--- src/rtl/rll_prio_intc_seq.sv ---
// rll_prio_intc_seq: key-gated N-channel priority interrupt controller with
// serially loaded key, pending latch and a valid/ready offer FSM.
module rll_prio_intc_seq #(
  parameter int N_CH = 9,
  parameter int KEY_W = 8,
  parameter logic [KEY_W-1:0] KEY_CORRECT = 8'hA5,
  parameter int MODE = 0,
  localparam int ID_W = (N_CH > 1) ? $clog2(N_CH) : 1
) (
  input  logic            clk,
  input  logic            rst_n,
  input  logic [N_CH-1:0] req,
  input  logic            key_in,
  input  logic            key_shift,
  input  logic            key_commit,
  output logic            irq_valid,
  output logic [ID_W-1:0] irq_id,
  input  logic            irq_ready,
  output logic [N_CH-1:0] pend,
  output logic            key_loaded,
  output logic            key_err
);
  localparam int CW = $clog2(KEY_W + 1);
  typedef enum logic {IDLE, OFFER} state_t;
  state_t            r_state;
  logic [KEY_W-1:0]  r_key_sr;
  logic [KEY_W-1:0]  r_key_reg;
  logic [CW-1:0]     r_cnt;
  logic [N_CH-1:0]   r_pend;
  logic              r_valid;
  logic [ID_W-1:0]   r_id;
  logic [ID_W-1:0]   r_rr;
  logic              r_loaded;
  logic              r_err;
  logic [N_CH-1:0]   w_req_eff;
  logic [N_CH-1:0]   w_clr;
  logic              w_accept;
  logic [ID_W-1:0]   w_sel;
  int                w_base;
  for (genvar i = 0; i < N_CH; i++) begin : g_gate
    assign w_req_eff[i] = req[i] ^ r_key_reg[i % KEY_W] ^ KEY_CORRECT[i % KEY_W];
  end
  assign w_accept = r_valid & irq_ready;
  assign w_clr    = w_accept ? (N_CH'(1) << r_id) : '0;
  assign w_base   = (MODE != 0) ? int'(r_rr) : 0;
  // Scan from lowest to highest priority so the last hit is the winner.
  always_comb begin
    w_sel = '0;
    for (int k = N_CH - 1; k >= 0; k--)
      if (r_pend[(w_base + k) % N_CH]) w_sel = ID_W'((w_base + k) % N_CH);
  end
  // Commit sees the pre-shift counter and register; a same-cycle shift is dropped.
  always_ff @(posedge clk or negedge rst_n) begin
    if (!rst_n) begin
      r_key_sr  <= '0;
      r_key_reg <= '0;
      r_cnt     <= '0;
      r_loaded  <= 1'b0;
      r_err     <= 1'b0;
    end else begin
      r_err <= 1'b0;
      if (key_commit) begin
        r_cnt <= '0;
        if (r_cnt == CW'(KEY_W)) begin
          r_key_reg <= r_key_sr;
          r_loaded  <= 1'b1;
        end else begin
          r_err <= 1'b1;
        end
      end else if (key_shift) begin
        r_key_sr <= {r_key_sr[KEY_W-2:0], key_in};
        r_cnt    <= (r_cnt == CW'(KEY_W)) ? r_cnt : r_cnt + 1'b1;
      end
    end
  end
  always_ff @(posedge clk or negedge rst_n) begin
    if (!rst_n) r_pend <= '0;
    else        r_pend <= (r_pend & ~w_clr) | w_req_eff;
  end
  always_ff @(posedge clk or negedge rst_n) begin
    if (!rst_n) begin
      r_state <= IDLE;
      r_valid <= 1'b0;
      r_id    <= '0;
      r_rr    <= '0;
    end else begin
      case (r_state)
        IDLE: if (|r_pend) begin
          r_id    <= w_sel;
          r_valid <= 1'b1;
          r_state <= OFFER;
        end
        OFFER: if (irq_ready) begin
          r_valid <= 1'b0;
          r_rr    <= (r_id == ID_W'(N_CH - 1)) ? '0 : r_id + 1'b1;
          r_state <= IDLE;
        end
        default: r_state <= IDLE;
      endcase
    end
  end
  assign irq_valid  = r_valid;
  assign irq_id     = r_id;
  assign pend       = r_pend;
  assign key_loaded = r_loaded;
  assign key_err    = r_err;
endmodule

--- config.mk ---
export PLATFORM = sky130hd
export DESIGN_NAME = rll_prio_intc_seq
export DESIGN_NICKNAME = d
export VERILOG_FILES = /design/src/rtl/rll_prio_intc_seq.sv
export SDC_FILE = /design/constraint.sdc
export NUM_CORES = 1
export LEC_CHECK = 0
export ABC_AREA = 1
export BUFFER_PORTS_ARGS = -buffer_cell sky130_fd_sc_hd__buf_2
export CELL_PAD_IN_SITES_DETAIL_PLACEMENT = 1
export CELL_PAD_IN_SITES_GLOBAL_PLACEMENT = 1
export CORE_ASPECT_RATIO = 0.5
export CORE_MARGIN = 3
export CORE_UTILIZATION = 41
export DETAILED_ROUTE_END_ITERATION = 8
export GPL_TIMING_DRIVEN = 0
export PLACE_DENSITY = 0.81
export REMOVE_ABC_BUFFERS = 1
export SYNTH_ARGS = -nofsm -noshare
export SYNTH_HDL_FRONTEND = slang
export SYNTH_SLANG_ARGS = --single-unit
--- constraint.sdc ---
create_clock -name clk -period 1.5 [get_ports clk]
set_input_delay 0.375 -clock clk [delete_from_list [all_inputs] [get_ports clk]]
set_output_delay 0.375 -clock clk [all_outputs]
set_load 0.02 [all_outputs]
==> results_dict.tcl, run 1 <==
set metrics [dict create \
    outcome "finished, final reports clean" \
    postPlaceCellArea_mm2 0.001922 \
    ios 31 \
    route.vias.total 1313 \
    core_mm2 0.003735 \
    met3_usage_pct 4.953 \
    hpwl_mm 2.833 \
    p_sw_share_pct 32.51 \
    required_ns 1.67 \
    endpoint_kind "flop" \
    num_antenna_cells 0 \
    async_reset_ff_share_pct 100.0 \
    clock_skew_ns 0.002504 \
    worst_ep_arrival_time_ns 1.54 \
    max_slew_margin_pct 44.89 \
    synth_ff_type "dfrtp_1" \
    tightest_slew_ns 0.8266 \
    ys_seq_area_share_pct 53.51 \
    area_delta_synth_final_pct 15.33 \
    grt_pass1_wl_mm 6.451 \
    wl_per_cell_um 13.51 \
    cts_setup_buffers 0 \
    synth_common_cells "52 x nand2_1, 37 x dfrtp_1, 24 x inv_1" \
    fin_crit_sh_pct 91.59 \
    rsz0062_at_grt "no" \
    cts_root_buf "clkbuf_8" \
    met1_usage_pct 18.69 \
    max_freq_ghz 0.7279 \
    avgViaCountPerCell 4.810 \
    gr-usage-met2_pct 31.08 \
    place_worst_setup_slack_ns 0.1403 \
    yosysUniqueCellTypes 25 \
    cts-htree-levels 2 \
    ys_top_cells_by_area "dfrtp_1 54%, nand2_1 11%, o21ai_0 5.8%, inv_1 5.2%, o21ai_2 3.5%" \
    grt_max_degree 38 \
    hold_slack_ns 0.1865 \
    clk_latency_ns 0.28 \
    hold_buffers 0 \
    yosys.area.top_type "dfrtp_1" \
    rr_worst_depth 7 \
    nets 240 \
    cts_buffer_depth 2 \
    yosysMostFrequentCell "nand2_1" \
    rr_startpoint "r_cnt[0]" \
    initial_utilization_pct 46.33 \
    gp_congestion 0.7390 \
    fp.dieW_um 97.88 \
    drc_errors 0 \
    rows 15 \
    pwr_density_cell_mw_per_mm2 1218 \
    io_buffer_count 30 \
    cts_tree "yes" \
    cts_buffers 5 \
    p_switching_mw 0.7904 \
    critPathLaunchType "flop" \
    clkTransAtPathRegs_ns 0.07 \
    path_max_fanout 16 \
    cts-resized-gates 0 \
    synth_cells 188 \
    fin_crit_ns 1.374 \
    largest_reg_flops 9 \
    die_height_um 51.94 \
    synth_edf_count 0 \
    yosysWarnings 0 \
    finalMaxSlewViolations 0 \
    dieArea_mm2 0.005084 \
    top_usage_layer "met2" \
    grt_overflow 0 \
    finalSetupViolCount 0 \
    drt_iter0_markers 39 \
    multi_input_area_um2 681.9 \
    gr-usage-all-layers_pct 16.60 \
    ys_seq_elements 37 \
    fin_area_mm2 0.001996 \
    r2r_setup_slack_ns 0.13 \
    hold_path.class "in2async" \
    grt_pass1_vias 1445 \
    cap_violations 0 \
    drt.antenna.violating_nets 0 \
    crit_type "reg2reg" \
    firstDrtPassIters 4 \
    leakage_nw 0.9565 \
    r2r_end "r_key_reg[3]" \
    peakVddDrop_v 0.0004236 \
    syn_avg_cell_area_um2 9.204 \
    seqPwrFrac_pct 51.7 \
    fin_ws_ns 0.1262 \
    intPower_mw 1.641 \
    drt-total-wl_mm 3.688 \
    antenna_found_initial 0 \
    power_frac_comb_pct 22.0 \
    clock-sinks 37 \
    tns_ns 0 \
    clockPowerShare_pct 26.3 \
    syn_area_mm2 0.001730 \
    yosys.area.top_type_share_pct 53.51 \
    final_util_pct 53.43 \
    hold_viol 0 \
    fillCellCount 452 \
    regArea_um2 925.9 \
    drive_gt1_share_pct 24.32 \
]
## cell usage in the layout, fill, tap and decap left out
master	Yosys	layout
nand3_2	1	1
dfrtp_1	37	37
nand3_1	5	5
inv_1	24	24
nand3_4	1	1
o21ai_0	20	20
clkbuf_8	0	5
xnor2_1	4	4
o31ai_1	1	1
xor2_1	5	5
nand2_4	1	1
nor3b_1	1	1
nor2_1	8	8
nor2_4	3	3
o21ai_1	1	1
nand2_1	52	52
inv_4	1	1
a21oi_1	4	4
buf_2	0	30
nor3_1	2	2
o21bai_4	1	1
clkinv_2	0	1
o21ai_2	7	7
nor2_2	2	2
inv_2	1	1
nand4_1	2	2
ha_1	2	2
## final cells by class
class	count	share of cell area, %
repair buffers	30	7.524
clock inverters	1	0.2508
multi-input cells	123	34.17
well taps	51	3.197
inverters	26	5.016
clock buffers	5	3.448
flip-flops and latches	37	46.40
## layer usage
metal  vias up  part of all wire [%]
li1        658                     -
met1       636                    44
met2        19                    52
met3         0                   3.5
met4         0                     0
met5         -                     0
## power by group through the flow
stage / Sequential [mW] / Clock, mW / Combinational (mW)
final: 1.26 / 0.640 / 0.535
after global routing: 1.28 / 0.710 / 0.606
after CTS: 1.26 / 0.663 / 0.547
after detailed placement: 1.28 / 0 / 0.542
after global placement: 1.26 / 0 / 0.524
after floorplan: 1.32 / 0 / 0.297
## worst max-delay path: stages, from the launching register on
cell and delay [ns]:
dfrtp_1 0.39, inv_1 0.13, ha_1 0.21, nand3_4 0.10, inv_4 0.10, nand2_4 0.14
nand2_1 0.13, o21ai_2 0.06
## worst max-delay path by stage
stage | from | end | slack, ns | cells past startpoint
2_1_floorplan | r_cnt[0] | r_key_reg[0] | 0.31 | 7
5_1_grt | r_cnt[0] | r_key_reg[3] | 0.03 | 7
4_1_cts | r_cnt[0] | r_key_reg[3] | 0.12 | 7
3_3_place_gp | r_cnt[0] | r_key_reg[4] | 0.21 | 7
3_5_place_dp | r_cnt[0] | r_key_reg[3] | 0.14 | 7
6_report | r_cnt[0] | r_key_reg[3] | 0.13 | 7
## logic make-up after synthesis
family | synth area share [%]
simple gates | 21.11
flops | 53.51
compound gates | 12.29
buf+inv | 7.086
xor+xnor | 4.555
fa+ha+maj | 1.446
## stage by stage
step / instances / power, mW
after floorplan: 186 / 1.617
final: 273 / 2.431
after detailed placement: 267 / 1.820
after global placement: 267 / 1.788
after global routing: 273 / 2.596
after CTS: 273 / 2.469
No activity file was read; power rests on OpenSTA's default activity.
==> run 2, diff against run 1 <==
Settings changed: CORE_UTILIZATION 41 to 37, PLACE_DENSITY 0.81 to 0.77.
Clock period 1.5 ns to 1.2 ns, I/O delays scaled along.
==> run 2 against run 1 <==
Compared with the run above:
- the flow now finishes with violations (setup timing)
- final cell count grew 9.5%
- setup slack lost 0.17 ns
- worst hold slack got worse by 0.10 ns
- non-clock buffer count increased by 21
- global-route usage up 0.11 points
- sequential share of layout area is 6.0 points lower
- design area rose by 16%
- wire length grew 23%
- largest power group unchanged
- highest routed layer is now met4
==> results_dict.tcl, run 2 (synthesized netlist as in run 1, its figures left out) <==
set metrics [dict create \
    grt_overflow 0 \
    met3_usage_pct 4.198 \
    rr_worst_depth 8 \
    drc_errors 0 \
    rr_startpoint "r_cnt[1]" \
    ios 31 \
    peakVddDrop_v 0.0005157 \
    grt_max_degree 38 \
    drt_iter0_markers 20 \
    largest_reg_flops 9 \
    fin_ws_ns -0.03916 \
    rows 16 \
    cap_violations 0 \
    seqPwrFrac_pct 45.7 \
    finalSetupViolCount 5 \
    power_frac_comb_pct 27.2 \
    firstDrtPassIters 3 \
    hold_path.class "in2async" \
    drt-total-wl_mm 4.524 \
    max_freq_ghz 0.8070 \
    p_switching_mw 1.150 \
    area_delta_synth_final_pct 33.98 \
    tightest_slew_ns 0.8134 \
    gr-usage-met2_pct 30.56 \
    hpwl_mm 2.821 \
    core_mm2 0.004184 \
    antenna_found_initial 0 \
    rsz0062_at_grt "yes" \
    grt_pass1_vias 1457 \
    required_ns 1.40 \
    outcome "finished, violations left" \
    fp.dieW_um 102.7 \
    leakage_nw 1.096 \
    nets 261 \
    endpoint_kind "flop" \
    violations "setup timing" \
    finalMaxSlewViolations 0 \
    finalPower_mw 3.452 \
    cts_tree "yes" \
    grt_pass1_wl_mm 6.831 \
    initial_utilization_pct 41.36 \
    crit_type "reg2reg" \
    gp_congestion 0.7772 \
    avgViaCountPerCell 4.833 \
    worst_ep_arrival_time_ns 1.43 \
    hold_viol 0 \
    route.vias.total 1445 \
    cts_buffer_depth 2 \
    final_util_pct 55.41 \
    drt.antenna.violating_nets 0 \
    fin_crit_ns 1.239 \
    fin_crit_sh_pct 103.3 \
    cts_root_buf "clkbuf_8" \
    fillCellCount 478 \
    top_usage_layer "met2" \
    num_antenna_cells 0 \
    clkTransAtPathRegs_ns 0.08 \
    drive_gt1_share_pct 40.82 \
    r2r_end "r_cnt[3]" \
    layout_common_cells "48 x nand2_1, 28 x dfrtp_1, 23 x buf_4" \
    r2r_setup_slack_ns -0.04 \
    wl_per_cell_um 15.13 \
    clockPowerShare_pct 27.2 \
    max_slew_margin_pct 45.77 \
    critPathLaunchType "flop" \
    cts_buffers 5 \
    clock-sinks 37 \
    met1_usage_pct 19.31 \
    tns_ns -0.07115 \
    pwr_density_cell_mw_per_mm2 1489 \
    gr-usage-all-layers_pct 16.71 \
    io_buffer_count 30 \
    intPower_mw 2.301 \
    p_sw_share_pct 33.33 \
    dieArea_mm2 0.005583 \
    hold_slack_ns 0.08316 \
    fin_cells 299 \
    clk_latency_ns 0.30 \
    path_max_fanout 5 \
    layout_commonest_cell "nand2_1" \
    dp_cells 270 \
    cts-htree-levels 2 \
    clock_skew_ns 0.006927 \
    die_height_um 54.36 \
]
==> run 2: how the worst max path moves through the flow <==
stage	from	end	cells past startpoint
after floorplan	r_cnt[0]	r_key_reg[0]	7
after global placement	r_cnt[0]	r_key_reg[4]	7
after detailed placement	r_cnt[0]	r_key_reg[6]	7
after CTS	pend[1]	pend[1]	1
after global routing	r_cnt[1]	r_cnt[3]	9
final	r_cnt[1]	r_cnt[3]	8
==> run 2: stage by stage <==
| step | instance area [um^2] | worst slack, ns |
|---|---|---|
| 5_1_grt | 2318 | -0.1401 |
| 6_report | 2318 | -0.03916 |
| 3_3_place_gp | 1926 | -0.09343 |
| 4_1_cts | 2152 | -0.02657 |
| 3_5_place_dp | 1926 | -0.1140 |
| 2_1_floorplan | 1708 | 0.007203 |
==> run 2: repair_timing <==
item	CTS	global route
hold buffers	0	0
endpoints found under the setup margin	22	36
endpoints found under the hold margin	0	0
resized for setup	17	36
pin swaps	4	8
buffers inserted	11	10
==> run 2: power by group through the flow <==
stage                     Sequential [mW]  Combinational (mW)  Clock (mW)
after floorplan                      1.65               0.371           0
after global placement               1.58               0.654           0
after detailed placement             1.59               0.682           0
after CTS                            1.56               0.849       0.958
after global routing                 1.60                1.04        1.01
final                                1.58               0.937       0.938
==> run 2: layout make-up <==
class	count	area [um^2]	area share, %
clock buffers	6	82.58	3.562
multi-input cells	123	752.0	32.43
flip-flops and latches	37	937.1	40.42
clock inverters	2	13.76	0.5936
well taps	54	67.56	2.914
inverters	26	102.6	4.425
repair buffers	51	362.8	15.65
==> run 2: worst max-delay path, stage by stage (launching register included) <==
cell,delay [ns]
dfrtp_1,0.39
inv_2,0.07
ha_4,0.16
nand3_4,0.09
inv_6,0.06
nor2_4,0.14
nand2_2,0.07
nor2_1,0.11
nor2_1,0.05
==> run 2: metal layers <==
layer	vias to the layer above	part of all wire, %
li1	708	-
met1	712	42
met2	19	53
met3	6	3.0
met4	0	1.3
met5	-	0
